`config.mk`:
```
export PLATFORM = sky130hd
export DESIGN_NAME = bram_scan_reader
export DESIGN_NICKNAME = d
export VERILOG_FILES = /design/src/rtl/bram_scan_reader.sv
export SDC_FILE = /design/constraint.sdc
export NUM_CORES = 1
export LEC_CHECK = 0
export CAP_MARGIN = 40
export CORE_MARGIN = 2
export CORE_UTILIZATION = 40
export DETAILED_ROUTE_END_ITERATION = 10
export PLACE_DENSITY_LB_ADDON = 0.12
export SYNTH_ARGS = -nofsm -noshare
export SYNTH_HDL_FRONTEND = slang
export SYNTH_SLANG_ARGS = --single-unit
```
`constraint.sdc`:
```
create_clock -name clk -period 3.7 [get_ports clk]
set_input_delay 0.74 -clock clk [delete_from_list [all_inputs] [get_ports clk]]
set_output_delay 0.74 -clock clk [all_outputs]
set_load 0.005 [all_outputs]
```
`src/rtl/bram_scan_reader.sv`:
```
// Read-side sequencer for a registered-read block RAM: sweeps a wrap-around
// address range, streams words through a 2-entry buffer and sums them.
module bram_scan_reader #(
   parameter int WID_MEM   = 3,
   parameter int DEPTH_MEM = 1024,
   parameter int ADDR_W    = 10,
   parameter int CSUM_W    = 16
) (
   input  logic              clk,
   input  logic              reset,
   input  logic              start,
   input  logic [ADDR_W-1:0] start_addr,
   input  logic [ADDR_W:0]   count,
   output logic [ADDR_W-1:0] raddr,
   input  logic [WID_MEM-1:0] mem_dout,
   output logic [WID_MEM-1:0] out_data,
   output logic [ADDR_W-1:0] out_addr,
   output logic              out_valid,
   input  logic              out_ready,
   output logic              busy,
   output logic              done,
   output logic [CSUM_W-1:0] checksum
);

   typedef enum logic [1:0] {
      ST_IDLE,
      ST_SCAN,
      ST_DRAIN
   } state_t;

   localparam logic [ADDR_W-1:0] LAST_ADDR = ADDR_W'(DEPTH_MEM - 1);
   localparam logic [ADDR_W-1:0] ADDR_ONE  = ADDR_W'(1);
   localparam logic [ADDR_W:0]   CNT_ONE   = (ADDR_W + 1)'(1);

   state_t              r_state;
   logic [ADDR_W-1:0]   r_raddr;
   logic [ADDR_W-1:0]   r_pend_addr;
   logic [ADDR_W:0]     r_count;
   logic [ADDR_W:0]     r_issued;
   logic                r_pending;
   logic [WID_MEM-1:0]  r_buf_data [2];
   logic [ADDR_W-1:0]   r_buf_addr [2];
   logic                r_wptr;
   logic                r_rptr;
   logic [1:0]          r_occ;
   logic                r_busy;
   logic                r_done;
   logic [CSUM_W-1:0]   r_csum;

   logic                w_accept;
   logic                w_issue;
   logic                w_last_issue;
   logic                w_drained;
   logic [2:0]          w_load;
   logic [ADDR_W-1:0]   w_next_addr;

   // Slot budget counts the word leaving this cycle, so a full buffer
   // re-issues on the same edge it is drained and ready=1 sustains 1 word/cycle.
   always_comb begin
      w_accept     = (r_occ != 2'd0) && out_ready;
      w_load       = {2'b00, r_pending} + {1'b0, r_occ} - {2'b00, w_accept};
      w_issue      = (r_state == ST_SCAN) && (w_load < 3'd2);
      w_last_issue = w_issue && ((r_issued + CNT_ONE) == r_count);
      w_drained    = !r_pending && ((r_occ == 2'd0) || ((r_occ == 2'd1) && w_accept));
      w_next_addr  = (r_raddr == LAST_ADDR) ? '0 : r_raddr + ADDR_ONE;
   end

   always_ff @(posedge clk or negedge reset) begin
      if (!reset) begin
         r_state     <= ST_IDLE;
         r_raddr     <= '0;
         r_pend_addr <= '0;
         r_count     <= '0;
         r_issued    <= '0;
         r_pending   <= 1'b0;
         r_wptr      <= 1'b0;
         r_rptr      <= 1'b0;
         r_occ       <= 2'd0;
         r_busy      <= 1'b0;
         r_done      <= 1'b0;
         r_csum      <= '0;
         for (int unsigned i = 0; i < 2; i++) begin
            r_buf_data[i] <= '0;
            r_buf_addr[i] <= '0;
         end
      end else begin
         r_done    <= 1'b0;
         r_pending <= w_issue;
         if (w_issue) begin
            r_pend_addr <= r_raddr;
            r_raddr     <= w_next_addr;
            r_issued    <= r_issued + CNT_ONE;
         end
         if (r_pending) begin
            r_buf_data[r_wptr] <= mem_dout;
            r_buf_addr[r_wptr] <= r_pend_addr;
            r_wptr             <= ~r_wptr;
         end
         if (w_accept) begin
            r_rptr <= ~r_rptr;
            r_csum <= r_csum + CSUM_W'(r_buf_data[r_rptr]);
         end
         r_occ <= r_occ + {1'b0, r_pending} - {1'b0, w_accept};

         case (r_state)
            ST_IDLE: begin
               if (start) begin
                  r_raddr  <= start_addr;
                  r_count  <= count;
                  r_issued <= '0;
                  r_csum   <= '0;
                  if (count == '0) begin
                     r_done <= 1'b1;
                  end else begin
                     r_state <= ST_SCAN;
                     r_busy  <= 1'b1;
                  end
               end
            end
            ST_SCAN: begin
               if (w_last_issue) begin
                  r_state <= ST_DRAIN;
               end
            end
            ST_DRAIN: begin
               if (w_drained) begin
                  r_state <= ST_IDLE;
                  r_busy  <= 1'b0;
                  r_done  <= 1'b1;
               end
            end
            default: r_state <= ST_IDLE;
         endcase
      end
   end

   assign raddr     = r_raddr;
   assign out_data  = r_buf_data[r_rptr];
   assign out_addr  = r_buf_addr[r_rptr];
   assign out_valid = (r_occ != 2'd0);
   assign busy      = r_busy;
   assign done      = r_done;
   assign checksum  = r_csum;

endmodule

```
# == Yosys cells after proc, flatten, opt, wreduce, memory -nomap -nowiden ==
# Index checks and enable logic that the tools add are counted.
# totals
word_cells,91
input_bits,28
out_inout_bits,42
reg_bits,93
# op_classes
reduce_logical,16
order_cmp,4
bitwise,4
n_eq_ne,9
mux,35
n_addsub,7
# op_table
operator,count
$mux W10,8
$mux W16,3
$mux W11,3
$bwmux W20,1
$add A16 B3 Y16,1
$mux W3,4
$add A11 B1 Y11 const B,1
$eq A11 B11 Y1,1
$logic_not A11 Y1,1
$add A10 B1 Y10 const B,1
$demux W10 S1,1
$eq A10 B10 Y1 const B,1
$mux W2,4
$ne A2 B2 Y1 const B,4
$reduce_and A4 Y1,2
$bwmux W6,1
$logic_and A1 B1 Y1,6
$mux W1,6
$pmux W2 S3,1
$eq A2 B1 Y1 const B,2
$ge A2 B2 Y1 const B,2
$logic_not A2 Y1,2
$not A1 Y2,2
$pmux W1 S2,2
13 further kinds,15

# == Longest topological paths before layout ==
# Gate-level depths: netlist of run 1.
# depth
word_depth,8
depth_mapped,10
depth_no_buf,10

# == Least setup slack after synthesis of run 1 ==
# OpenSTA, ideal clock, no wires.
# synth_path
kind,input port to flip-flop
startpoint,input port out_ready
endpoint,register r_issued[5]
path_buffers,0
t_required_ns,3.568
setup_ns,0.132
path_slack_ns,1.087
arrival_time_ns,2.481
path_stages,9
cell_sequence,nand3b_1 nand2_1 ha_1 fa_1 nor3b_2 nand2_2 or3_1 xnor2_1 nor2_1
# synth_via
elab_chain_len,7
# synth_lines
element,line_no,rtl
from (decl),19,"input logic out_ready,"
$logic_and A1 B1 Y1 (*),60,w_accept = (r_occ != 2'd0) && out_ready;
$sub A3 B1 Y3 (*),61,"w_load = {2'b00, r_pending} + {1'b0, r_occ} - {2'b00, w_accept};"
named net w_load[1],54,logic [2:0] w_load;
$lt A3 B2 Y1 (*),62,w_issue = (r_state == ST_SCAN) && (w_load < 3'd2);
$logic_and A1 B1 Y1 (*),62,
$mux W11 (*),89,if (w_issue) begin
$mux W11,107,if (start) begin
$mux W11 (*),105,case (r_state)
to (signal assigned),92,r_issued <= r_issued + CNT_ONE;
to (decl),39,logic [ADDR_W:0] r_issued;
# The timed path passes the listed nets; every way through them passes the cells marked *.
# A chain may end at the register's enable or synchronous reset.

# == Worst setup path after layout of run 1 ==
# layout_path
startpoint,input port out_ready
endpoint,register r_state[0]
# layout_via
elab_chain_len,7
word_cells_on_any_way,11
cone_classes,add/sub: 1; order compare: 1; eq/ne: 2; reduce/logical: 7
# layout_lines
element,line_no,rtl
$logic_and A1 B1 Y1,60,
$sub A3 B1 Y3,61,
named net w_load[1],54,
$lt A3 B2 Y1,62,
$logic_and A1 B1 Y1,62,
$logic_and A1 B1 Y1,63,w_last_issue = w_issue && ((r_issued + CNT_ONE) == r_count);
$ne A2 B2 Y1 (no source line),--,
$reduce_and A4 Y1 (no source line),--,
to (signal assigned),70,r_state <= ST_IDLE;
to (signal assigned),115,r_state <= ST_SCAN;
to (signal assigned),122,r_state <= ST_DRAIN;
to (decl),35,state_t r_state;
# The timed path passes the listed nets, and every way through them passes these cells.

==> results.sh, run 1 <==
export IMPL_worstSetupEndpointType="register"
export IMPL_dieWidth_um=112
export IMPL_maxCapViolations=0
export IMPL_diodes=0
export IMPL_post_place_ws_ns=0.153
export IMPL_cp_data_required_time_ns=3.90
export IMPL_synth_seq_cells=93
export IMPL_multi_input_area_mm2=0.00218
export IMPL_layout_drive_gt1_share_pct=13.8
export IMPL_syn_to_final_growth_pct=24.4
export IMPL_fmax_mhz=315
export IMPL_ys_warn_count=0
export IMPL_cts_path_max_buffers=2
export IMPL_synth_cell_types=55
export IMPL_finalCritPeriodShare_pct=85.9
export IMPL_fp_row_count=39
export IMPL_leakage_nw=2.48
export IMPL_synth_top_area_cell="dfrtp_1"
export IMPL_cts_tree="built"
export IMPL_port_buffers=69
export IMPL_worst_pin_slew_ns=0.651
export IMPL_postCtsSetupBuffers=0
export IMPL_rsz0062_at_grt="no"
export IMPL_synth_async_reset_ratio_pct=100
export IMPL_drt_iter0_markers=153
export IMPL_dieArea_mm2=0.0124
export IMPL_rr_endpoint="r_state[0]"
export IMPL_min_path_type="input pin to async pin"
export IMPL_clockRootBuffer="clkbuf_16"
export IMPL_cp_arrival_ns=3.38
export IMPL_io_pins=70
export IMPL_ant_nets=0
export IMPL_slew_viol_final=0
export IMPL_cts_buffers_inserted=9
export IMPL_finalNonFillerCells=665
export IMPL_place_hpwl_um=7250
export IMPL_grt_overflow_total=0
export IMPL_syn_inst=451
export IMPL_final_setup_worst_slack_ns=0.520
export IMPL_syn_area_per_cell_um2=10.3
export IMPL_cts_htree_levels=3
export IMPL_wl_per_cell_um=15.4
export IMPL_min_period_ns=3.18
export IMPL_fin_nets=553
export IMPL_critPathMaxFanout=18
export IMPL_hold_viol_final=0
export IMPL_final_setup_viol_count=0
export IMPL_r2r_slack_ns=0.97
export IMPL_clock_skew_ns=0.00775
export IMPL_cts_sinks=93
export IMPL_fillCellCount=1076
export IMPL_synth_net_count=487
export IMPL_slew_headroom_pct=56.6
export IMPL_vias=3430
export IMPL_synth_edf_count=0
export IMPL_placedCellCount=649
export IMPL_r2r_start="r_occ[1]"
export IMPL_yosys_top_cells_area="dfrtp_1 50%, mux2_2 9.5%, nand2_1 7.6%"
export IMPL_drt_vias_per_instance=5.16
export IMPL_grt_max_degree=50
export IMPL_grt_pass1_vias=3449
export IMPL_drt_wl_total_um=10200
export IMPL_ctsResizeCount=0
export IMPL_gp_congestion=0.822
export IMPL_seq_area_mm2=0.00233
export IMPL_die_y_um=112
export IMPL_synth_top_area_share_pct=50.3
export IMPL_worstSkewPairLatency_ns=0.34
export IMPL_status="completed"
export IMPL_ff2ff_path_depth=10
export IMPL_grt_use_total_pct=17.4
export IMPL_startpoint="out_ready"
export IMPL_peakVddDrop_mv=0.341
export IMPL_cts_hold_buffers=0
export IMPL_post_route_drc_count=0
export IMPL_power_density_mw_per_mm2=811
export IMPL_start_util_pct=40.7
export IMPL_tns_ns=0
export IMPL_clkTransAtPathRegs_ns=0.07
export IMPL_core_area_mm2=0.0114
export IMPL_synth_seq_area_share_pct=50.3
export IMPL_start_kind="input pin"
export IMPL_worstSetupPathType="input pin to register"
export IMPL_synth_area_mm2=0.00463
export IMPL_ys_flop_type="dfrtp_1"
export IMPL_firstDrtPassIters=4
export IMPL_grt_antenna_before_repair=0
export IMPL_grt_pass1_wl_um=17500
[layout make-up]
| type | instances | area share (%) |
|---|---|---|
| flip-flops and latches | 93 | 40.4 |
| well taps | 143 | 3.11 |
| inverters | 7 | 0.544 |
| clock buffers | 9 | 3.91 |
| clock inverters | 7 | 1.28 |
| repair buffers | 74 | 12.8 |
| multi-input cells | 332 | 37.9 |
[per-stage QoR]
stage                     cell area [um^2]  power (mW)  hold WS, ns  utilization, %
after CTS                             5750        4.73        0.424            50.6
after detailed placement              5460        3.77        0.477            48.0
after global routing                  5750        5.04        0.439            50.6
after floorplan                       4630        3.00        0.444               -
final                                 5750        4.67        0.400            50.6
after global placement                5460        3.71        0.477            48.0
[how the worst max path moves through the flow]
stage | to | slack [ns]
2_1_floorplan | r_issued[5] | 1.09
5_1_grt | r_state[1] | 0.28
4_1_cts | r_state[0] | 0.52
3_3_place_gp | r_state[0] | 0.27
3_5_place_dp | r_state[0] | 0.15
6_report | r_state[0] | 0.52
[where the power goes]
part           leakage, nW  total, mW  switching, mW  internal, mW
logic                 1.14       1.97          0.931          1.04
clock network        0.151      0.938          0.409         0.529
registers             1.18       1.76          0.357          1.41
[registers in the layout (all words and copies together), names as in the netlist, 2 cells and up]
register / cells
r_state: 2
checksum: 16
r_pend_addr: 10
r_issued: 11
r_buf_addr: 20
r_buf_data: 6
r_count: 11
raddr: 10
r_occ: 2
[layout by cell type, fill, tap and decap left out, types with 3 or more instances in the layout]
master           netlist  routed
a21oi_1               11      11
and3_1                 5       5
and4_1                 3       3
buf_4                  3       5
clkbuf_16              0       9
clkdlybuf4s50_1        0      68
clkinv_2               0       3
dfrtp_1               93      93
ha_1                   6       6
inv_1                  6       6
mux2_2                39      39
nand2_1               94      94
nand3_1                9       9
nand4_1                9       9
nor2_1                36      36
nor3_1                 6       6
nor4_1                 4       4
o21ai_0               16      16
or3_1                  7       7
xnor2_1               27      27
xor2_1                15      15
[cell usage after synthesis (7+ instances only)]
master	number
a21oi_1	11
clkbuf_1	9
dfrtp_1	93
mux2_2	39
nand2_1	94
nand3_1	9
nand4_1	9
nor2_1	36
o21ai_0	16
or3_1	7
xnor2_1	27
xor2_1	15
[worst max-delay path, stage by stage]
cell and delay, ns:
clkdlybuf4s50_1 0.53, nand2b_1 0.16, nand2_1 0.06, ha_1 0.18
fa_1 0.46, nor3b_2 0.28, nand2_2 0.22, clkinv_4 0.19
nand3_1 0.10, nor4_2 0.31, a311oi_1 0.14
[cell families (layout without fill, tap and decap cells)]
group	after synthesis	in the layout	share of synthesized area (%)
xor+xnor	43	43	8.30
compound gates	47	47	6.49
mux	40	40	9.71
flops	93	93	50.3
buf+inv	26	97	2.60
fa+ha+maj	8	8	2.49
simple gates	194	194	20.1
[per-layer routing]
metal	GRT usage, %	wire [um]
met1	23.9	4840
met2	27.1	4750
met3	4.57	399
met4	5.76	246
met5	0	0
Power figures use the tool's default switching activity.
==> run 2, diff against run 1 <==
--- a/config.mk
+++ b/config.mk
@@ -5,9 +5,10 @@
 export SDC_FILE = /design/constraint.sdc
 export NUM_CORES = 1
 export LEC_CHECK = 0
+export ABC_CLOCK_PERIOD_IN_PS = 3700
 export CAP_MARGIN = 40
 export CORE_MARGIN = 2
-export CORE_UTILIZATION = 40
+export CORE_UTILIZATION = 45
 export DETAILED_ROUTE_END_ITERATION = 10
 export PLACE_DENSITY_LB_ADDON = 0.12
 export SYNTH_ARGS = -nofsm -noshare
==> results.sh, run 2 (synthesis gave the netlist of run 1 again) <==
export IMPL_placed_cell_area_mm2=0.00545
export IMPL_worst_pin_slew_ns=0.671
export IMPL_final_common_cell="nand2_1"
export IMPL_cts_sinks=93
export IMPL_worstSetupPathType="input pin to register"
export IMPL_gp_congestion=0.838
export IMPL_dieArea_mm2=0.0111
export IMPL_r2r_slack_ns=0.97
export IMPL_cts_path_max_buffers=2
export IMPL_cts_buffers_inserted=9
export IMPL_drt_iter0_markers=120
export IMPL_syn_to_final_growth_pct=22.1
export IMPL_die_y_um=105
export IMPL_power_density_mw_per_mm2=784
export IMPL_rr_endpoint="r_state[1]"
export IMPL_fin_nets=554
export IMPL_rsz0062_at_grt="no"
export IMPL_power_share_clock_pct=15.5
export IMPL_placedCellCount=643
export IMPL_fillCellCount=898
export IMPL_leakage_nw=2.43
export IMPL_critPathMaxFanout=11
export IMPL_finalCritPeriodShare_pct=85.6
export IMPL_diodes=0
export IMPL_grt_antenna_before_repair=0
export IMPL_cts_hold_buffers=0
export IMPL_slew_viol_final=0
export IMPL_ctsResizeCount=0
export IMPL_ff2ff_path_depth=10
export IMPL_cp_data_required_time_ns=3.99
export IMPL_grt_overflow_total=0
export IMPL_peakVddDrop_mv=0.300
export IMPL_cts_htree_levels=3
export IMPL_grt_use_total_pct=19.3
export IMPL_vias=3401
export IMPL_grt_pass1_wl_um=17100
export IMPL_r2r_start="r_occ[1]"
export IMPL_largest_reg_flops=20
export IMPL_fp_row_count=37
export IMPL_cp_arrival_ns=3.45
export IMPL_worstSetupEndpointType="register"
export IMPL_drt_wl_total_um=10000
export IMPL_wl_per_cell_um=15.2
export IMPL_worstSkewPairLatency_ns=0.36
export IMPL_final_cell_mix="94 x nand2_1, 93 x dfrtp_1, 68 x clkdlybuf4s50_1"
export IMPL_postCtsSetupBuffers=0
export IMPL_min_period_ns=3.17
export IMPL_min_path_type="input pin to async pin"
export IMPL_post_route_drc_count=0
export IMPL_clock_skew_ns=0.0158
export IMPL_start_util_pct=45.6
export IMPL_grt_pass1_vias=3503
export IMPL_firstDrtPassIters=4
export IMPL_power_internal_mw=2.77
export IMPL_place_hpwl_um=7070
export IMPL_largest_register="r_buf_addr"
export IMPL_clkTransAtPathRegs_ns=0.10
export IMPL_dieWidth_um=105
export IMPL_layout_drive_gt1_share_pct=13.8
export IMPL_power_frac_seq_pct=39.9
export IMPL_power_switching_mw=1.65
export IMPL_grt_max_degree=50
export IMPL_status="completed"
export IMPL_fmax_mhz=316
export IMPL_hold_viol_final=0
export IMPL_clockRootBuffer="clkbuf_8"
export IMPL_final_setup_viol_count=0
export IMPL_drt_vias_per_instance=5.17
export IMPL_final_setup_worst_slack_ns=0.533
export IMPL_io_pins=70
export IMPL_port_buffers=69
export IMPL_ant_nets=0
export IMPL_start_kind="input pin"
export IMPL_swShare_pct=37.4
export IMPL_fin_area_mm2=0.00565
export IMPL_maxCapViolations=0
export IMPL_finalNonFillerCells=658
export IMPL_core_area_mm2=0.0101
export IMPL_post_place_ws_ns=0.177
export IMPL_cts_tree="built"
export IMPL_tns_ns=0
export IMPL_slew_headroom_pct=55.3
export IMPL_combPwrFrac_pct=44.6
run 2: cell types whose count changed in the layout (fill, tap and decap cells not counted), sizes merged:
cell	previous run	this run
clkinv	5	3
clkinvlp	0	1
buf	6	7
run 2: worst max-delay path by stage:
stage / start / endpoint / slack (ns) / cells after the start
2_1_floorplan: out_ready / r_issued[5] / 1.09 / 9
5_1_grt: out_ready / r_state[1] / 0.31 / 11
6_report: out_ready / r_state[1] / 0.53 / 11
3_3_place_gp: out_ready / r_state[0] / 0.29 / 11
4_1_cts: out_ready / r_state[1] / 0.55 / 11
3_5_place_dp: out_ready / r_state[1] / 0.18 / 11
run 2: worst max-delay path: stages:
cell	delay, ns
clkdlybuf4s50_1	0.53
nand2b_1	0.16
nand2_1	0.06
ha_1	0.20
fa_1	0.48
nor3b_2	0.27
nand2_2	0.22
clkinv_4	0.15
nand3_1	0.09
nor4_2	0.32
a32o_1	0.21
run 2: metal layers:
metal	track usage, %	share of wire (%)	vias up
li1	-	-	1677
met5	0	0	-
met1	26.2	46	1637
met4	5.24	0.92	0
met3	3.53	3.9	10
met2	31.8	49	77
run 2: metrics by stage:
step	power (mW)	util, %	hold slack [ns]
finish	4.43	55.7	0.371
global route	4.80	55.7	0.390
CTS	4.49	55.7	0.377
detailed placement	3.79	53.8	0.481
global placement	3.73	53.8	0.475
floorplan	3.00	-	0.444
run 2: area by class of cell:
cell class                      count  area [um^2]  area share, %
Timing Repair Buffer               75          746           13.2
Tap cell                          136          170           3.01
Sequential cell                    93         2330           41.2
Clock buffer                        9          124           2.19
Clock inverter                      6         71.3           1.26
Inverter                            7         31.3          0.554
Multi-Input combinational cell    332         2180           38.6
run 2: power by group through the flow:
stage	combinational, mW	sequential [mW]	clock [mW]
after detailed placement	2.01	1.79	0
after global placement	1.97	1.76	0
after global routing	2.23	1.82	0.747
after CTS	2.01	1.77	0.708
after floorplan	1.33	1.67	0
final	1.98	1.77	0.685
==> run 3, diff against run 2 <==
--- a/config.mk
+++ b/config.mk
@@ -6,7 +6,7 @@
 export NUM_CORES = 1
 export LEC_CHECK = 0
 export ABC_CLOCK_PERIOD_IN_PS = 3700
-export CAP_MARGIN = 40
+export CAP_MARGIN = 20
 export CORE_MARGIN = 2
 export CORE_UTILIZATION = 45
 export DETAILED_ROUTE_END_ITERATION = 10
==> results of run 3 <==
Final layout, timing and power as in run 2 (identical DEF).
